==> src/rtl/sdram_cmd_sequencer_if.sv <==
// Bus and SDRAM-side signal bundle for the closed-page command sequencer.
// master drives requests; slave is the sequencer.
interface sdram_cmd_sequencer_if;
  logic       Req;
  logic       We;
  logic [2:0] BurstLengthConfig;
  logic       RowAddrLd;
  logic       ColAddrLd;
  logic       ColCounterEn;
  logic       CmdCsN;
  logic       CmdRasN;
  logic       CmdCasN;
  logic       CmdWeN;
  logic       DataValid;
  logic       DataAccept;
  logic       Ack;
  logic       Busy;

  modport master (
    output Req, We, BurstLengthConfig,
    input  RowAddrLd, ColAddrLd, ColCounterEn,
    input  CmdCsN, CmdRasN, CmdCasN, CmdWeN,
    input  DataValid, DataAccept, Ack, Busy
  );

  modport slave (
    input  Req, We, BurstLengthConfig,
    output RowAddrLd, ColAddrLd, ColCounterEn,
    output CmdCsN, CmdRasN, CmdCasN, CmdWeN,
    output DataValid, DataAccept, Ack, Busy
  );
endinterface

==> src/rtl/sdram_cmd_sequencer.sv <==
// Closed-page SDRAM command sequencer: ACT / RD|WR burst / PRE per access,
// periodic auto-refresh, all outputs registered.
module sdram_cmd_sequencer #(
  parameter int T_RCD        = 2,
  parameter int CAS_LAT      = 2,
  parameter int T_WR         = 1,
  parameter int T_RP         = 2,
  parameter int T_RFC        = 6,
  parameter int REF_INTERVAL = 780
) (
  input logic Clk,
  input logic Rst,
  sdram_cmd_sequencer_if.slave bus
);

  localparam logic [3:0] CMD_DESEL = 4'b1111;
  localparam logic [3:0] CMD_NOP   = 4'b0111;
  localparam logic [3:0] CMD_ACT   = 4'b0011;
  localparam logic [3:0] CMD_RD    = 4'b0101;
  localparam logic [3:0] CMD_WR    = 4'b0100;
  localparam logic [3:0] CMD_PRE   = 4'b0010;
  localparam logic [3:0] CMD_REF   = 4'b0001;

  localparam int RCD_N = (T_RCD > 1) ? T_RCD - 2 : 0;
  localparam int WR_N  = (T_WR > 0)  ? T_WR - 1  : 0;
  localparam int RP_N  = (T_RP > 1)  ? T_RP - 2  : 0;
  localparam int RFC_N = (T_RFC > 1) ? T_RFC - 2 : 0;

  localparam logic [15:0] RCD_LD = 16'(RCD_N);
  localparam logic [15:0] WR_LD  = 16'(WR_N);
  localparam logic [15:0] RP_LD  = 16'(RP_N);
  localparam logic [15:0] RFC_LD = 16'(RFC_N);
  localparam logic [15:0] REF_LD = 16'(REF_INTERVAL - 1);

  localparam logic [CAS_LAT-1:0] LOW_MASK = {CAS_LAT{1'b1}} >> 1;

  typedef enum logic [3:0] {
    S_IDLE,
    S_ACT,
    S_RCD,
    S_COL,
    S_CASW,
    S_WRREC,
    S_PRE,
    S_RP,
    S_REF,
    S_RFC
  } state_t;

  state_t state_q, state_d;
  logic [15:0] cnt_q, cnt_d;
  logic        we_q, we_d;
  logic [2:0]  bl_q, bl_d;
  logic [2:0]  bl_cfg;
  logic        first_d;
  logic [15:0] ref_cnt_q, ref_cnt_d;
  logic        ref_pend_q, ref_pend_d;
  logic        ref_tick;
  logic [CAS_LAT-1:0] sr_q, sr_d;
  logic        rd_now;

  logic [3:0] cmd_q, cmd_d;
  logic rald_q, rald_d;
  logic cald_q, cald_d;
  logic cen_q, cen_d;
  logic da_q, da_d;
  logic ack_q, ack_d;
  logic busy_q, busy_d;

  assign ref_tick = (ref_cnt_q == 16'd0);
  assign rd_now   = (state_q == S_COL) && !we_q;

  // Beats-minus-one from the request's burst-length code.
  always_comb begin
    bl_cfg = 3'd7;
    unique case (bus.BurstLengthConfig)
      3'd0:    bl_cfg = 3'd0;
      3'd1:    bl_cfg = 3'd1;
      3'd2:    bl_cfg = 3'd3;
      default: bl_cfg = 3'd7;
    endcase
  end

  // State register, timers, CAS pipeline and registered outputs.
  always_ff @(posedge Clk) begin
    if (Rst) begin
      state_q    <= S_IDLE;
      cnt_q      <= '0;
      we_q       <= 1'b0;
      bl_q       <= '0;
      ref_cnt_q  <= REF_LD;
      ref_pend_q <= 1'b0;
      sr_q       <= '0;
      cmd_q      <= CMD_DESEL;
      rald_q     <= 1'b0;
      cald_q     <= 1'b0;
      cen_q      <= 1'b0;
      da_q       <= 1'b0;
      ack_q      <= 1'b0;
      busy_q     <= 1'b0;
    end else begin
      state_q    <= state_d;
      cnt_q      <= cnt_d;
      we_q       <= we_d;
      bl_q       <= bl_d;
      ref_cnt_q  <= ref_cnt_d;
      ref_pend_q <= ref_pend_d;
      sr_q       <= sr_d;
      cmd_q      <= cmd_d;
      rald_q     <= rald_d;
      cald_q     <= cald_d;
      cen_q      <= cen_d;
      da_q       <= da_d;
      ack_q      <= ack_d;
      busy_q     <= busy_d;
    end
  end

  // Refresh timer, pending flag and read-latency shift register.
  always_comb begin
    ref_cnt_d  = ref_tick ? REF_LD : ref_cnt_q - 16'd1;
    ref_pend_d = ref_tick | (ref_pend_q & (state_q != S_REF));
    sr_d       = sr_q << 1;
    sr_d[0]    = rd_now;
  end

  // Next-state logic; an expiry seen in IDLE counts as pending.
  always_comb begin
    state_d = state_q;
    cnt_d   = cnt_q;
    we_d    = we_q;
    bl_d    = bl_q;
    first_d = 1'b0;
    unique case (state_q)
      S_IDLE: begin
        if (ref_pend_q || ref_tick) begin
          state_d = S_REF;
        end else if (bus.Req) begin
          we_d    = bus.We;
          bl_d    = bl_cfg;
          state_d = S_ACT;
        end
      end
      S_ACT: begin
        if (T_RCD <= 1) begin
          state_d = S_COL;
          cnt_d   = {13'd0, bl_q};
          first_d = 1'b1;
        end else begin
          state_d = S_RCD;
          cnt_d   = RCD_LD;
        end
      end
      S_RCD: begin
        if (cnt_q == 16'd0) begin
          state_d = S_COL;
          cnt_d   = {13'd0, bl_q};
          first_d = 1'b1;
        end else begin
          cnt_d = cnt_q - 16'd1;
        end
      end
      S_COL: begin
        if (cnt_q == 16'd0) begin
          if (!we_q) begin
            state_d = S_CASW;
          end else if (T_WR == 0) begin
            state_d = S_PRE;
          end else begin
            state_d = S_WRREC;
            cnt_d   = WR_LD;
          end
        end else begin
          cnt_d = cnt_q - 16'd1;
        end
      end
      S_CASW: begin
        if ((sr_q & LOW_MASK) == '0) begin
          state_d = S_PRE;
        end
      end
      S_WRREC: begin
        if (cnt_q == 16'd0) begin
          state_d = S_PRE;
        end else begin
          cnt_d = cnt_q - 16'd1;
        end
      end
      S_PRE: begin
        if (T_RP <= 1) begin
          state_d = S_IDLE;
        end else begin
          state_d = S_RP;
          cnt_d   = RP_LD;
        end
      end
      S_RP: begin
        if (cnt_q == 16'd0) begin
          state_d = S_IDLE;
        end else begin
          cnt_d = cnt_q - 16'd1;
        end
      end
      S_REF: begin
        if (T_RFC <= 1) begin
          state_d = S_IDLE;
        end else begin
          state_d = S_RFC;
          cnt_d   = RFC_LD;
        end
      end
      S_RFC: begin
        if (cnt_q == 16'd0) begin
          state_d = S_IDLE;
        end else begin
          cnt_d = cnt_q - 16'd1;
        end
      end
      default: state_d = S_IDLE;
    endcase
  end

  // Output decode from the next state so pins line up with the state.
  always_comb begin
    cmd_d  = CMD_NOP;
    rald_d = 1'b0;
    cald_d = 1'b0;
    cen_d  = 1'b0;
    da_d   = 1'b0;
    ack_d  = 1'b0;
    busy_d = (state_d != S_IDLE);
    unique case (state_d)
      S_ACT: begin
        cmd_d  = CMD_ACT;
        rald_d = 1'b1;
      end
      S_COL: begin
        cmd_d  = we_d ? CMD_WR : CMD_RD;
        cen_d  = 1'b1;
        cald_d = first_d;
        da_d   = we_d;
      end
      S_PRE: begin
        cmd_d = CMD_PRE;
        ack_d = 1'b1;
      end
      S_REF:   cmd_d = CMD_REF;
      default: cmd_d = CMD_NOP;
    endcase
  end

  assign bus.CmdCsN       = cmd_q[3];
  assign bus.CmdRasN      = cmd_q[2];
  assign bus.CmdCasN      = cmd_q[1];
  assign bus.CmdWeN       = cmd_q[0];
  assign bus.RowAddrLd    = rald_q;
  assign bus.ColAddrLd    = cald_q;
  assign bus.ColCounterEn = cen_q;
  assign bus.DataValid    = sr_q[CAS_LAT-1];
  assign bus.DataAccept   = da_q;
  assign bus.Ack          = ack_q;
  assign bus.Busy         = busy_q;

endmodule
==> src/flat_wrapper.sv <==
// flat-port wrapper written by rule: the top's interface ports become plain ports
module sdram_cmd_sequencer_flat 
#(
  parameter int T_RCD        = 2,
  parameter int CAS_LAT      = 2,
  parameter int T_WR         = 1,
  parameter int T_RP         = 2,
  parameter int T_RFC        = 6,
  parameter int REF_INTERVAL = 780
)
  (Clk, Rst, bus_Req, bus_We, bus_BurstLengthConfig, bus_RowAddrLd, bus_ColAddrLd, bus_ColCounterEn, bus_CmdCsN, bus_CmdRasN, bus_CmdCasN, bus_CmdWeN, bus_DataValid, bus_DataAccept, bus_Ack, bus_Busy);
  sdram_cmd_sequencer_if bus_i ();
  input logic Clk;
  input logic Rst;
  input wire logic [$bits(bus_i.Req)-1:0] bus_Req;
  input wire logic [$bits(bus_i.We)-1:0] bus_We;
  input wire logic [$bits(bus_i.BurstLengthConfig)-1:0] bus_BurstLengthConfig;
  output wire logic [$bits(bus_i.RowAddrLd)-1:0] bus_RowAddrLd;
  output wire logic [$bits(bus_i.ColAddrLd)-1:0] bus_ColAddrLd;
  output wire logic [$bits(bus_i.ColCounterEn)-1:0] bus_ColCounterEn;
  output wire logic [$bits(bus_i.CmdCsN)-1:0] bus_CmdCsN;
  output wire logic [$bits(bus_i.CmdRasN)-1:0] bus_CmdRasN;
  output wire logic [$bits(bus_i.CmdCasN)-1:0] bus_CmdCasN;
  output wire logic [$bits(bus_i.CmdWeN)-1:0] bus_CmdWeN;
  output wire logic [$bits(bus_i.DataValid)-1:0] bus_DataValid;
  output wire logic [$bits(bus_i.DataAccept)-1:0] bus_DataAccept;
  output wire logic [$bits(bus_i.Ack)-1:0] bus_Ack;
  output wire logic [$bits(bus_i.Busy)-1:0] bus_Busy;
  assign bus_i.Req = bus_Req;
  assign bus_i.We = bus_We;
  assign bus_i.BurstLengthConfig = bus_BurstLengthConfig;
  assign bus_RowAddrLd = bus_i.RowAddrLd;
  assign bus_ColAddrLd = bus_i.ColAddrLd;
  assign bus_ColCounterEn = bus_i.ColCounterEn;
  assign bus_CmdCsN = bus_i.CmdCsN;
  assign bus_CmdRasN = bus_i.CmdRasN;
  assign bus_CmdCasN = bus_i.CmdCasN;
  assign bus_CmdWeN = bus_i.CmdWeN;
  assign bus_DataValid = bus_i.DataValid;
  assign bus_DataAccept = bus_i.DataAccept;
  assign bus_Ack = bus_i.Ack;
  assign bus_Busy = bus_i.Busy;
  sdram_cmd_sequencer #(.T_RCD(T_RCD), .CAS_LAT(CAS_LAT), .T_WR(T_WR), .T_RP(T_RP), .T_RFC(T_RFC), .REF_INTERVAL(REF_INTERVAL)) u_core (.Clk(Clk), .Rst(Rst), .bus(bus_i));
endmodule
==> config.mk <==
export PLATFORM = sky130hd
export DESIGN_NAME = sdram_cmd_sequencer_flat
export DESIGN_NICKNAME = d
export VERILOG_FILES = /design/src/rtl/sdram_cmd_sequencer_if.sv /design/src/rtl/sdram_cmd_sequencer.sv /design/src/flat_wrapper.sv
export SDC_FILE = /design/constraint.sdc
export NUM_CORES = 1
export LEC_CHECK = 0
export CORE_MARGIN = 3
export CORE_UTILIZATION = 57
export CTS_CLUSTER_DIAMETER = 50
export DETAILED_ROUTE_END_ITERATION = 12
export HOLD_SLACK_MARGIN = 0.12
export PLACE_DENSITY = 0.77
export SYNTH_ARGS = -nofsm -noshare
export SYNTH_HDL_FRONTEND = slang
export SYNTH_SLANG_ARGS = --single-unit
==> constraint.sdc <==
create_clock -name Clk -period 5.2 [get_ports Clk]
set_clock_uncertainty 0.2 [all_clocks]
set_input_delay 1.04 -clock Clk [delete_from_list [all_inputs] [get_ports Clk]]
set_output_delay 1.04 -clock Clk [all_outputs]
set_load 0.01 [all_outputs]
Yosys cells after proc, flatten, opt, wreduce, memory -nomap -nowiden --
Cells that the tools add are included.
Word-level totals: register bits after elaboration 53, input port bits 7, output and inout port bits 11, logic and storage cells 81
Operators by class: $add $sub $neg 2, eq/ne operators 18, multiplexer cells 24, bitwise operators 5, reduce and logical (&&, ||, !) cells 18
Operators with widths (count):
- $pmux 16 s5 | 1
- $mux 16 | 4
- $pmux 4 s9 | 1
- $logic_not 16->1 | 2
- $sub 16x1->16 const B | 2
- $mux 4 | 7
- $eq 4x3->1 const B | 5
- $pmux 4 s4 | 1
- $eq 4x2->1 const B | 3
- $eq 4x4->1 const B | 3
- $mux 1 | 9
- $pmux 3 s3 | 1
- $eq 4x1->1 const B | 2
- $reduce_or 2->1 | 4
- $reduce_and 3->1 | 2
- $reduce_or 3->1 | 2
- $reduce_bool 5->1 | 1
- $logic_not 4->1 | 1
- $ne 4x4->1 const B | 1
- $reduce_bool 4->1 | 1
- $eq 3x1->1 const B | 1
- $eq 3x2->1 const B | 1
- $logic_not 3->1 | 1
- $ne 3x2->1 const B | 1
- 8 further kinds | 10

Longest topological paths before layout --
depth in word-level cells 7, depth in mapped cells 9, depth with buffers taken out 8

Worst setup path before layout --
No wires, ideal clock.
kind register -> register, from register u_core.cnt_q[0], to register u_core.ack_q, in the netlist u_core.bus.Ack, arrival time 1938 ps, data required time 4941 ps, slack 3003 ps, cell stages (with the launch flop) 9, buffers on the path 0, clock period less this slack 2197 ps, path through dfxtp_1 > inv_1 > ha_1 > nor3b_2 > nand4_2 > or3_1 > a21o_1 > nor3_2 > and2_1
On the way: longest elaborated chain between the ends 5, elaborated cells on any way between the ends 8, those cells by class eq/ne (1); mux (6); reduce/logical (1)
RTL lines:
- start, declared | line sdram_cmd_sequencer.sv:51 | logic [15:0] cnt_q, cnt_d;
- start signal, assigned | line sdram_cmd_sequencer.sv:103 | cnt_q <= cnt_d;
- $logic_not 16->1 *
- $mux 4 (on tied branches)
- $pmux 4 s9 * | line sdram_cmd_sequencer.sv:134 | unique case (state_q)
- $eq 4x3->1 * | line sdram_cmd_sequencer.sv:232 | unique case (state_d)
- $mux 1 * | line sdram_cmd_sequencer.sv:232
- end signal, assigned | line sdram_cmd_sequencer.sv:114 | ack_q <= ack_d;
- end, declared | line sdram_cmd_sequencer.sv:67 | logic ack_q, ack_d;
Mark *: on every way between the ends. The rest lies on a longest branch, timed or not. A chain may end at the register's enable or synchronous reset.

Worst setup path after layout --
from register u_core.cnt_q[0], to register u_core.cnt_q[15]
On the way: longest elaborated chain between the ends 3, elaborated cells on any way between the ends 9, those cells by class add/sub (1); eq/ne (2); mux (4); reduce/logical (2)
RTL lines (line):
- $sub 16x1->16 or $logic_not 16->1 (tied branches)
- $mux 16, or another cell as far along | sdram_cmd_sequencer.sv:183, sdram_cmd_sequencer.sv:198, sdram_cmd_sequencer.sv:213
- $pmux 16 s5 or $reduce_and 3->1 (tied branches)
Several ways; a longest one is shown, not always the timed one. The select of a mux whose other input is x is not followed.

==> report_table.html <==
<table>
<tr><th>Metric</th><th>Value</th></tr>
<tr><th colspan="2">Logic synthesis</th></tr>
<tr><td>Post-synthesis cell count</td><td>between 300 and 400</td></tr>
<tr><td>Number of flops mapped to enable cells by yosys</td><td>0</td></tr>
<tr><td>Post-synthesis net count</td><td>around 320</td></tr>
<tr><td>Number of synthesized register bits</td><td>53</td></tr>
<tr><td>Share of the synthesized area in compound gates (AO/OA/AOI/OAI)</td><td>13.0%</td></tr>
<tr><td>Part of the Yosys area used for sequential elements</td><td>between 40% and 50%</td></tr>
<tr><td>Multiplexer area fraction after synthesis</td><td>less than 1%</td></tr>
<tr><td>Combinational family with the most area after synthesis</td><td>simple AND/OR/NAND/NOR gates</td></tr>
<tr><td>Area of the mapped netlist</td><td>~2600 µm²</td></tr>
<tr><td>Syn_area_per_cell</td><td>about 8.6 µm²</td></tr>
<tr><td>Main flop type after synthesis</td><td>sky130_fd_sc_hd__dfxtp_1</td></tr>
<tr><td>Yosys synthesis warning count</td><td>0</td></tr>
<tr><td>Fraction of the mapped netlist area in adder cells</td><td>1.42%</td></tr>
<tr><td>Synthesized-area fraction occupied by and/or/nand/nor cells</td><td>between 30% and 40%</td></tr>
<tr><td>Xor/xnor share of the synthesized area</td><td>7.64%</td></tr>
<tr><td>Async S/R FF share, synth</td><td>0%</td></tr>
<tr><td>Synth unique cells</td><td>56</td></tr>
<tr><th colspan="2">Worst hold path</th></tr>
<tr><td>Hold WC Path Type</td><td>register to register</td></tr>
<tr><td>Number of cells on the worst hold path</td><td>1</td></tr>
<tr><th colspan="2">Route</th></tr>
<tr><td>Total length of routed wires</td><td>5090 µm</td></tr>
<tr><td>Average wire per cell in the routed design</td><td>13.7 µm</td></tr>
<tr><td>Total number of vias</td><td>around 2200</td></tr>
<tr><td>Number of iterations in the first detailed-routing pass</td><td>4</td></tr>
<tr><td>Detailed-route vias per instance</td><td>around 5.9</td></tr>
<tr><td>Initial drt markers</td><td>~170</td></tr>
<tr><td>Post-route ant nets</td><td>0</td></tr>
<tr><td>Post-route DRC violation count</td><td>0</td></tr>
<tr><th colspan="2">Pwr</th></tr>
<tr><td>Internal Dissipation</td><td>approximately 0.00094 W</td></tr>
<tr><td>Clock share of power</td><td>between 10% and 20%</td></tr>
<tr><td>Total power divided by cell area</td><td>roughly 590 nW/µm²</td></tr>
<tr><td>Leakage Power</td><td>slightly above 1 nW</td></tr>
<tr><td>Share of total power in combinational logic</td><td>50.2%</td></tr>
<tr><td>Sw Ratio</td><td>between 40 and 50%</td></tr>
<tr><td>Power consumption</td><td>around 0.0017 W</td></tr>
<tr><td>Peak supply drop</td><td>~0.34 mV</td></tr>
<tr><td>Net switching power</td><td>roughly 0.00075 W</td></tr>
<tr><td>Relative contribution of sequential cells to total power</td><td>between 30% and 40%</td></tr>
<tr><th colspan="2">Clocking</th></tr>
<tr><td>TritonCTS clock tree</td><td>built</td></tr>
<tr><td>Post-cts resize count</td><td>0</td></tr>
<tr><td>Buffer count from post-CTS setup fixing</td><td>0</td></tr>
<tr><td>Skew-Pair Late Insertion Delay</td><td>roughly 0.31 ns</td></tr>
<tr><td>Deepest level of the CTS H-tree</td><td>2</td></tr>
<tr><td>Number of clock sinks</td><td>53</td></tr>
<tr><td>Clock slew seen by the registers of the worst setup and hold paths</td><td>approximately 0.090 ns</td></tr>
<tr><td>Cell at the root of the clock tree</td><td>sky130_fd_sc_hd__clkbuf_8</td></tr>
<tr><td>Maximum buffer depth of the clock tree</td><td>2</td></tr>
<tr><td>Hold_buf cts</td><td>0</td></tr>
<tr><td>Inserted Clock Buffers</td><td>5</td></tr>
<tr><th colspan="2">Placement</th></tr>
<tr><td>Hpwl dp</td><td>about 3700 µm</td></tr>
<tr><td>Count of input and output buffers</td><td>17</td></tr>
<tr><td>Instance area at placement</td><td>2760 µm²</td></tr>
<tr><td>Gp weighted congestion</td><td>approximately 0.82</td></tr>
<tr><td>Dpl ws</td><td>about 2.1 ns</td></tr>
<tr><th colspan="2">Finish</th></tr>
<tr><td>Number of fillers in the final layout</td><td>around 380</td></tr>
<tr><td>Net count of the finished layout</td><td>~330</td></tr>
<tr><td>Ant diodes</td><td>0</td></tr>
<tr><td>Layout Cell Area excl Fill</td><td>around 2900 µm²</td></tr>
<tr><td>Share of final-layout standard cells stronger than drive strength 1</td><td>slightly above 7%</td></tr>
<tr><td>Area delta synth-&gt;final</td><td>8.21%</td></tr>
<tr><th colspan="2">Floorplanning</th></tr>
<tr><td>Floorplan die width</td><td>around 74 µm</td></tr>
<tr><td>Cell row count</td><td>24</td></tr>
<tr><td>Y dimension of the die</td><td>about 74 µm</td></tr>
<tr><td>Floorplan Core Area</td><td>4410 µm²</td></tr>
<tr><td>Boundary pin count</td><td>18</td></tr>
<tr><td>Starting utilization of the core area</td><td>around 60%</td></tr>
<tr><td>Die Outline Area</td><td>5470 µm²</td></tr>
<tr><th colspan="2">Status</th></tr>
<tr><td>Outcome</td><td>complete, no violations</td></tr>
<tr><th colspan="2">Critical path</th></tr>
<tr><td>CP Launch Point</td><td>u_core.cnt_q[0]</td></tr>
<tr><td>Class of the most critical setup path</td><td>register to register</td></tr>
<tr><td>Type of element capturing the critical path</td><td>register</td></tr>
<tr><td>Crit path max fanout</td><td>15</td></tr>
<tr><td>WP data arrival</td><td>between 2 and 3 ns</td></tr>
<tr><td>Worst reg-to-reg setup slack</td><td>2.26 ns</td></tr>
<tr><td>Critical Path Source Type</td><td>register</td></tr>
<tr><td>Setup crit end</td><td>u_core.cnt_q[15]</td></tr>
<tr><td>Startpoint of the most critical register-to-register path</td><td>u_core.cnt_q[0]</td></tr>
<tr><td>Terminus of the critical flop-to-flop path</td><td>u_core.cnt_q[15]</td></tr>
<tr><td>Required time worst endpoint</td><td>~5.2 ns</td></tr>
<tr><td>Worst reg2reg path depth</td><td>8</td></tr>
<tr><th colspan="2">STA</th></tr>
<tr><td>Crit share post-route</td><td>a little under three fifths</td></tr>
<tr><td>Final setup fails</td><td>0</td></tr>
<tr><td>Time the worst path needs with I/O delays and setup</td><td>2.94 ns</td></tr>
<tr><td>RSZ-0062 raised after global routing</td><td>no</td></tr>
<tr><td>Transition at the pin with the smallest max-transition slack</td><td>between 0.9 and 1 ns</td></tr>
<tr><td>Remaining max-slew budget at the tightest pin</td><td>a little under two fifths</td></tr>
<tr><td>Crit path setup slack, layout</td><td>around 2.3 ns</td></tr>
<tr><td>Fin Setup TNS</td><td>0 ns</td></tr>
<tr><td>Peak clock frequency supported by timing</td><td>0.340 GHz</td></tr>
<tr><td>Number of failing hold endpoints at the final stage</td><td>0</td></tr>
<tr><td>Count of final max-slew check failures</td><td>0</td></tr>
<tr><th colspan="2">Global routing</th></tr>
<tr><td>Number of global-route vias before repair</td><td>1953</td></tr>
<tr><td>Global-route usage over all layers</td><td>roughly 20%</td></tr>
<tr><td>Largest net degree at the start of global routing</td><td>20</td></tr>
<tr><td>Global-route congestion overflow total</td><td>0</td></tr>
<tr><td>First-pass GRT wire length</td><td>8870 µm</td></tr>
<tr><td>Initial antenna violation count</td><td>0</td></tr>
<tr><th colspan="2">Flow run</th></tr>
<tr><td>Max-cap violation count</td><td>0</td></tr>
</table>
area by class of cell:
cell class	count	area, µm²	area share (%)
Tap cell	52	65.1	2.28
Multi-Input combinational cell	233	1430	50.2
Timing Repair Buffer	17	170	5.97
Clock inverter	3	21.3	0.746
Clock buffer	5	68.8	2.41
Inverter	9	33.8	1.18
Sequential cell	53	1060	37.2
power groups by stage:
| stage | Clock (W) | Combinational (W) | Sequential (W) |
|---|---|---|---|
| 2_1_floorplan | 0 | 0.000711 | 0.000582 |
| 3_3_place_gp | 0 | 0.000821 | 0.000613 |
| 3_5_place_dp | 0 | 0.000836 | 0.000616 |
| 4_1_cts | 0.000238 | 0.000846 | 0.000607 |
| 5_1_grt | 0.000254 | 0.000946 | 0.000623 |
| 6_report | 0.000233 | 0.000849 | 0.000608 |
placed cells by master, fill, tap and decap left out, types with 5 or more instances in the layout:
cell,count
sky130_fd_sc_hd__dfxtp_1,53
sky130_fd_sc_hd__nor4_1,12
sky130_fd_sc_hd__a21oi_1,12
sky130_fd_sc_hd__nor2_1,48
sky130_fd_sc_hd__or3_1,6
sky130_fd_sc_hd__xnor2_1,10
sky130_fd_sc_hd__nor3_1,15
sky130_fd_sc_hd__xor2_1,13
sky130_fd_sc_hd__clkdlybuf4s50_1,17
sky130_fd_sc_hd__nand3_1,11
sky130_fd_sc_hd__o21ai_0,12
sky130_fd_sc_hd__inv_1,9
sky130_fd_sc_hd__clkbuf_8,5
sky130_fd_sc_hd__nand2_1,27
sky130_fd_sc_hd__and3_1,5
worst max-delay path, stage by stage, from the launching register on:
cell and delay, ns:
sky130_fd_sc_hd__dfxtp_1 0.41, sky130_fd_sc_hd__inv_1 0.08, sky130_fd_sc_hd__ha_1 0.23, sky130_fd_sc_hd__nor3b_2 0.21, sky130_fd_sc_hd__and4_1 0.27, sky130_fd_sc_hd__a21boi_1 0.78
sky130_fd_sc_hd__nand2_1 0.13, sky130_fd_sc_hd__nand2_1 0.40, sky130_fd_sc_hd__nor2_1 0.10
per-stage QoR:
step	util, %	instances	hold slack [ns]
after floorplan	-	307	0.214
after global placement	62.6	364	0.253
final	64.6	372	0.268
after global routing	64.6	372	0.285
after detailed placement	62.6	364	0.257
after CTS	64.6	372	0.273
worst min path at each step:
stage                              from                  end  slack (ns)
CTS                      u_core.sr_q[0]       u_core.sr_q[1]        0.27
floorplan           u_core.ref_cnt_q[0]  u_core.ref_cnt_q[0]        0.21
finish                   u_core.sr_q[0]       u_core.sr_q[1]        0.27
global route             u_core.sr_q[0]       u_core.sr_q[1]        0.29
detailed placement       u_core.sr_q[0]       u_core.sr_q[1]        0.26
global placement         u_core.sr_q[0]       u_core.sr_q[1]        0.25
registers in the layout, indices dropped and copies added, names as in the netlist:
name,cells
u_core.cnt_q,16
u_core.ref_cnt_q,16
u_core.cmd_q,4
u_core.state_q,4
u_core.bl_q,3
u_core.sr_q,2
u_core.bus.Ack,1
u_core.bus.Busy,1
u_core.bus.ColAddrLd,1
u_core.bus.ColCounterEn,1
u_core.bus.DataAccept,1
u_core.bus.RowAddrLd,1
u_core.ref_pend_q,1
u_core.we_q,1
cell usage after synthesis (2+ instances only):
| cell | count | share of area, % |
|---|---|---|
| sky130_fd_sc_hd__a211oi_1 | 4 | 1.1 |
| sky130_fd_sc_hd__a21o_1 | 3 | 0.85 |
| sky130_fd_sc_hd__a21oi_1 | 12 | 2.3 |
| sky130_fd_sc_hd__a21oi_2 | 2 | 0.66 |
| sky130_fd_sc_hd__a311oi_1 | 2 | 0.66 |
| sky130_fd_sc_hd__and2_1 | 2 | 0.47 |
| sky130_fd_sc_hd__and3_1 | 5 | 1.2 |
| sky130_fd_sc_hd__buf_2 | 2 | 0.38 |
| sky130_fd_sc_hd__clkbuf_1 | 3 | 0.43 |
| sky130_fd_sc_hd__clkbuf_8 | 5 | 2.6 |
| sky130_fd_sc_hd__dfxtp_1 | 53 | 40 |
| sky130_fd_sc_hd__ha_1 | 3 | 1.4 |
| sky130_fd_sc_hd__inv_1 | 9 | 1.3 |
| sky130_fd_sc_hd__nand2_1 | 27 | 3.8 |
| sky130_fd_sc_hd__nand2b_1 | 3 | 0.71 |
| sky130_fd_sc_hd__nand3_1 | 11 | 2.1 |
| sky130_fd_sc_hd__nand3b_1 | 2 | 0.57 |
| sky130_fd_sc_hd__nand4b_1 | 3 | 1.0 |
| sky130_fd_sc_hd__nor2_1 | 48 | 6.8 |
| sky130_fd_sc_hd__nor2b_1 | 2 | 0.47 |
| sky130_fd_sc_hd__nor3_1 | 15 | 2.8 |
| sky130_fd_sc_hd__nor4_1 | 12 | 2.8 |
| sky130_fd_sc_hd__nor4_2 | 4 | 1.9 |
| sky130_fd_sc_hd__nor4_4 | 2 | 1.6 |
| sky130_fd_sc_hd__o2111ai_1 | 2 | 0.66 |
| sky130_fd_sc_hd__o21a_1 | 2 | 0.57 |
| sky130_fd_sc_hd__o21ai_0 | 12 | 2.3 |
| sky130_fd_sc_hd__o21ai_1 | 2 | 0.38 |
| sky130_fd_sc_hd__o31ai_1 | 2 | 0.57 |
| sky130_fd_sc_hd__or3_1 | 6 | 1.4 |
| sky130_fd_sc_hd__xnor2_1 | 10 | 3.3 |
| sky130_fd_sc_hd__xor2_1 | 13 | 4.3 |
routing by layer:
metal  GRT usage (%)  vias up  routed length [µm]
met5               0        -                   0
met4            6.44        0                  36
met3            2.84        5                 284
met2            30.6       56                2320
met1            29.2      997                2450
li1                -     1122                   -
cell families (layout without fill, tap and decap cells):
logic type / count (synthesis) / after routing
AOI/OAI and AO/OA: 52 / 52
xor gates and xnor gates: 23 / 23
adders and majority gates: 3 / 3
buffers and inverters: 21 / 34
DFF: 53 / 53
muxes: 1 / 1
and+or+nand+nor: 154 / 154
Power figures use the tool's default switching activity.
